==> src/rtl/shift_timer_pkg.sv <==
// Shared types and constants for the shift/count timer sequencer.
// Ports: none (package only).
// Holds the controller state encoding, the start code and the delay width.
package shift_timer_pkg;

  typedef enum logic [2:0] {
    IDLE     = 3'd0,
    S1       = 3'd1,
    S11      = 3'd2,
    S110     = 3'd3,
    SHIFT    = 3'd4,
    COUNT    = 3'd5,
    WAIT_ACK = 3'd6
  } st_e;

  localparam logic [3:0] START_CODE = 4'b1101;
  localparam int         DELAY_W    = 4;

endpackage

==> src/rtl/shift_count_reg.sv <==
// 4-bit shift / count-down register: shifts data in MSB first, or decrements.
// Ports: clk, reset (sync clear), shift_ena, count_ena, data in; q out.
// Shift wins over count; with neither enable the value holds.
module shift_count_reg
  import shift_timer_pkg::*;
(
  input  logic               clk,
  input  logic               reset,
  input  logic               shift_ena,
  input  logic               count_ena,
  input  logic               data,
  output logic [DELAY_W-1:0] q
);

  always_ff @(posedge clk) begin
    if (reset) begin
      q <= '0;
    end else if (shift_ena) begin
      q <= {q[DELAY_W-2:0], data};
    end else if (count_ena) begin
      // The controller only asserts count_ena while q is non-zero, so this never wraps.
      q <= q - 1'b1;
    end
  end

endmodule

==> src/rtl/shift_timer_ctrl.sv <==
// Sequencer: finds start code 1101, shifts in a 4-bit delay, counts (delay+1)*TICKS cycles.
// Ports: clk, reset (sync, active-high), data, ack in; shift_ena, counting, done, count out.
// All outputs are Moore-decoded from registered state; ack is only honoured while done is high.
module shift_timer_ctrl
  import shift_timer_pkg::*;
#(
  parameter int TICKS = 1000
) (
  input  logic               clk,
  input  logic               reset,
  input  logic               data,
  input  logic               ack,
  output logic               shift_ena,
  output logic               counting,
  output logic               done,
  output logic [DELAY_W-1:0] count
);

  localparam int            TW        = $clog2(TICKS);
  localparam logic [TW-1:0] TICK_LAST = TW'(TICKS - 1);

  st_e               state, nxt;
  logic [1:0]        idx;
  logic [TW-1:0]     tick;
  logic [DELAY_W-1:0] q;
  logic              count_ena;
  logic              tick_last;

  assign tick_last = (tick == TICK_LAST);

  // State register plus the SHIFT bit index and COUNT tick counter.
  // Both counters sit at zero outside their own state, so entry needs no extra clear.
  always_ff @(posedge clk) begin
    if (reset) begin
      state <= IDLE;
      idx   <= '0;
      tick  <= '0;
    end else begin
      state <= nxt;
      idx   <= (state == SHIFT) ? idx + 2'd1 : 2'd0;
      tick  <= (state == COUNT && !tick_last) ? tick + 1'b1 : '0;
    end
  end

  // Next-state logic. S11 staying in S11 on a 1 is what lets 11101 still match.
  always_comb begin
    nxt = state;
    case (state)
      IDLE:     nxt = (data == START_CODE[3]) ? S1    : IDLE;
      S1:       nxt = (data == START_CODE[2]) ? S11   : IDLE;
      S11:      nxt = (data == START_CODE[1]) ? S110  : S11;
      S110:     nxt = (data == START_CODE[0]) ? SHIFT : IDLE;
      SHIFT:    nxt = (idx == 2'd3) ? COUNT : SHIFT;
      COUNT:    nxt = (tick_last && q == '0) ? WAIT_ACK : COUNT;
      WAIT_ACK: nxt = ack ? IDLE : WAIT_ACK;
      default:  nxt = IDLE;
    endcase
  end

  // Output decode. count_ena is gated by q != 0 so the final step goes to WAIT_ACK
  // instead of decrementing.
  always_comb begin
    shift_ena = 1'b0;
    counting  = 1'b0;
    done      = 1'b0;
    count_ena = 1'b0;
    case (state)
      SHIFT:    shift_ena = 1'b1;
      COUNT: begin
        counting  = 1'b1;
        count_ena = tick_last && (q != '0);
      end
      WAIT_ACK: done = 1'b1;
      default: ;
    endcase
  end

  assign count = q;

  shift_count_reg u_reg (
    .clk       (clk),
    .reset     (reset),
    .shift_ena (shift_ena),
    .count_ena (count_ena),
    .data      (data),
    .q         (q)
  );

endmodule

==> config.mk <==
export PLATFORM = sky130hd
export DESIGN_NAME = shift_timer_ctrl
export DESIGN_NICKNAME = d
export VERILOG_FILES = /design/src/rtl/shift_timer_pkg.sv /design/src/rtl/shift_count_reg.sv /design/src/rtl/shift_timer_ctrl.sv
export SDC_FILE = /design/constraint.sdc
export NUM_CORES = 1
export LEC_CHECK = 0
export ABC_AREA = 1
export CORE_UTILIZATION = 50
export DETAILED_ROUTE_END_ITERATION = 8
export GPL_TIMING_DRIVEN = 0
export PLACE_DENSITY = 0.72
export SYNTH_ARGS = -nofsm -noshare
export SYNTH_HDL_FRONTEND = slang
export SYNTH_SLANG_ARGS = --single-unit
==> constraint.sdc <==
create_clock -name clk -period 2.9 [get_ports clk]
set_clock_uncertainty 0.1 [all_clocks]
set_input_delay 0.725 -clock clk [delete_from_list [all_inputs] [get_ports clk]]
set_output_delay 0.725 -clock clk [all_outputs]
set_load 0.05 [all_outputs]
==> flow_metrics.tcl <==
set metrics [dict create \
    cts.reportedPaths.clkPinSlew_ns 0.10 \
    yosys-top-cells-count "nand2_1, nor2_1, dfxtp_1" \
    ys_ff_latch 19 \
    clock_path_buffers 2 \
    cts_made_buffers 3 \
    routed_wirelength_mm 1.761 \
    post_drt_via_cell_ratio 4.950 \
    fmax_mhz 359.7 \
    hold_buffers 0 \
    critPathCaptureType "output pin" \
    cts_max_level 1 \
    synth_top_area_share_pct 37.16 \
    drc 0 \
    vias 891 \
    period_share_pct 95.87 \
    status "finished, final reports clean" \
    fp.dieW_microns 47.25 \
    stdcell_count 180 \
    cts_setup_buffers 0 \
    ys_async_sr_fraction_pct 0 \
    grt_overflow 0 \
    wl_per_cell_microns 9.783 \
    row_count 16 \
    slowest_delay_ns 0.81 \
    setup_total_negative_slack_ns 0 \
    hold_viol 0 \
    setup_viol 0 \
    yosysWarningCount 0 \
    grt_use_total_pct 16.90 \
    cts_tree "built" \
    drt_iter0_drc 15 \
    grt_setup_unrepaired "no" \
    ios 11 \
    fin_area_sq_um 1174 \
    placed_cells 176 \
    syn-num-nets 148 \
    cp_max_fo 10 \
    worstHoldPathType "flip-flop to flip-flop" \
    port_buffers 9 \
    antennaDiodeCount 0 \
    syn_avg_cell_area_sq_um 7.311 \
    worst_pin_slew_ns 0.4942 \
    path_cells "clkinv_2 -> nand3_2 -> inv_4 -> clkdlybuf4s50_1" \
    syn_inst 140 \
    grt_max_degree 11 \
    maxCapViolCount 0 \
    cts.sinks 19 \
    fin_crit_ns 2.780 \
    crit_type "flip-flop to output pin" \
    synth_largest_area_cell "dfxtp_1" \
    ys_types 30 \
    yosysSeqAreaShare_pct 37.16 \
    post_cts_resized 0 \
    initial_core_util_pct 52.71 \
    p_per_area_nw_per_um2 359.7 \
    grt_pass1_wl_mm 2.656 \
    place.gp.congestion 0.7975 \
    yosysMostFrequentCell "nand2_1" \
    finalNetCount 162 \
    synth_top_flop_cell "dfxtp_1" \
    placed_area_sq_um 1147 \
    area_delta_synth_final_pct 14.67 \
    antenna_left 0 \
    cts_root_buf "clkbuf_4" \
    required_ns 2.08 \
    clkLatencyLatePin_ns 0.29 \
    dr.pass1.iters 4 \
    synth_enable_flop_cells 0 \
    vdd_drop_max_uv 287.0 \
    start_kind "flip-flop" \
    drive_gt1_share_pct 12.42 \
    cp.arrival_ns 1.96 \
    die_h_microns 47.25 \
    yosys-top-cells-area "dfxtp_1, nand2_1, nor2_1, ha_1, inv_1" \
    core_area_sq_um 1942 \
    dieArea_sq_um 2232 \
    p_leak_nw 0.4630 \
    antenna_found_initial 0 \
    hpwl_mm 1.389 \
    critPathSlowestCell "clkdlybuf4s50_1" \
    synth_area_sq_um 1023 \
    relSlewSlack_pct 66.95 \
    slew_violations 0 \
    n_fill_cell 190 \
    grt_pass1_vias 724 \
]
critical path: cells and delay by family (launching register included):
| kind | cells | cell delay [ns] |
|---|---|---|
| buffers and inverters | 3 | 1.11 |
| flip-flops | 1 | 0.33 |
| AND/OR/NAND/NOR | 1 | 0.22 |
sequential cells by signal, summed over array words and instances (netlist names):
signal and count:
state 3, tick 10, u_reg.q 4, idx 2
cell families after synthesis:
kind of cell               after synthesis  synth area share, %
and+or+nand+nor                         83                40.34
xor gates and xnor gates                 5                4.280
DFF                                     19                37.16
AOI/OAI and AO/OA                       13                7.091
buffers and inverters                   16                6.235
adders and majority gates                4                4.890
metrics by stage:
stage	hold slack [ns]	setup WS [ns]	total power [mW]	util, %
2_1_floorplan	0.3084	1.160	0.2920	-
3_3_place_gp	0.3149	0.4381	0.2993	59.09
4_1_cts	0.3374	0.1012	0.4317	60.44
3_5_place_dp	0.3204	0.4387	0.2999	59.09
6_report	0.3341	0.1197	0.4222	60.44
5_1_grt	0.3595	0.02619	0.4446	60.44
metal layers:
| metal | track usage [%] | vias up | share of wire [%] |
|---|---|---|---|
| met4 | 10.29 | 0 | 1.0 |
| met1 | 18.29 | 404 | 45 |
| met5 | 0 | - | 0 |
| met2 | 30.68 | 11 | 51 |
| li1 | - | 474 | - |
| met3 | 2.308 | 2 | 2.4 |
final cells by class:
cell class              count  area (sq um)  share of cell area (%)
repair buffers              9         90.09                   7.676
clock buffers               4         26.28                   2.239
inverters                  15         60.06                   5.117
well taps                  27         33.78                   2.878
flip-flops and latches     19         380.4                   32.41
plain buffers               1         3.754                  0.3198
multi-input cells         105         579.3                   49.36
power breakdown:
| part | total, mW | switching [mW] | internal, mW |
|---|---|---|---|
| logic | 0.0275 | 0.0175 | 0.00996 |
| clock network | 0.128 | 0.0748 | 0.0535 |
| registers | 0.266 | 0.00284 | 0.264 |
| total | 0.422 | 0.0951 | 0.327 |
path summary, 6_finish.rpt:
kind,startpoint,to,slack (ns),cells after the start
hold reg to reg,idx[0],idx[0],0.33,1
setup reg to reg,tick[0],u_reg.q[1],1.44,9
hold / removal,idx[0],idx[0],0.33,1
setup / recovery,state[0],shift_ena,0.12,4
cells in the final DEF (no fill, tap or decap), types with 3 or more instances in the layout:
master / Yosys / layout
nand2_1: 29 / 29
dfxtp_1: 19 / 19
o21ai_0: 3 / 3
nand3_1: 8 / 8
nor2_1: 27 / 27
ha_1: 4 / 4
clkdlybuf4s50_1: 0 / 9
inv_1: 11 / 11
xor2_1: 3 / 3
clkbuf_4: 0 / 3
a21oi_1: 5 / 5
nor2_2: 3 / 3
nor3_1: 5 / 5
No activity file was read; power rests on OpenSTA's default activity.
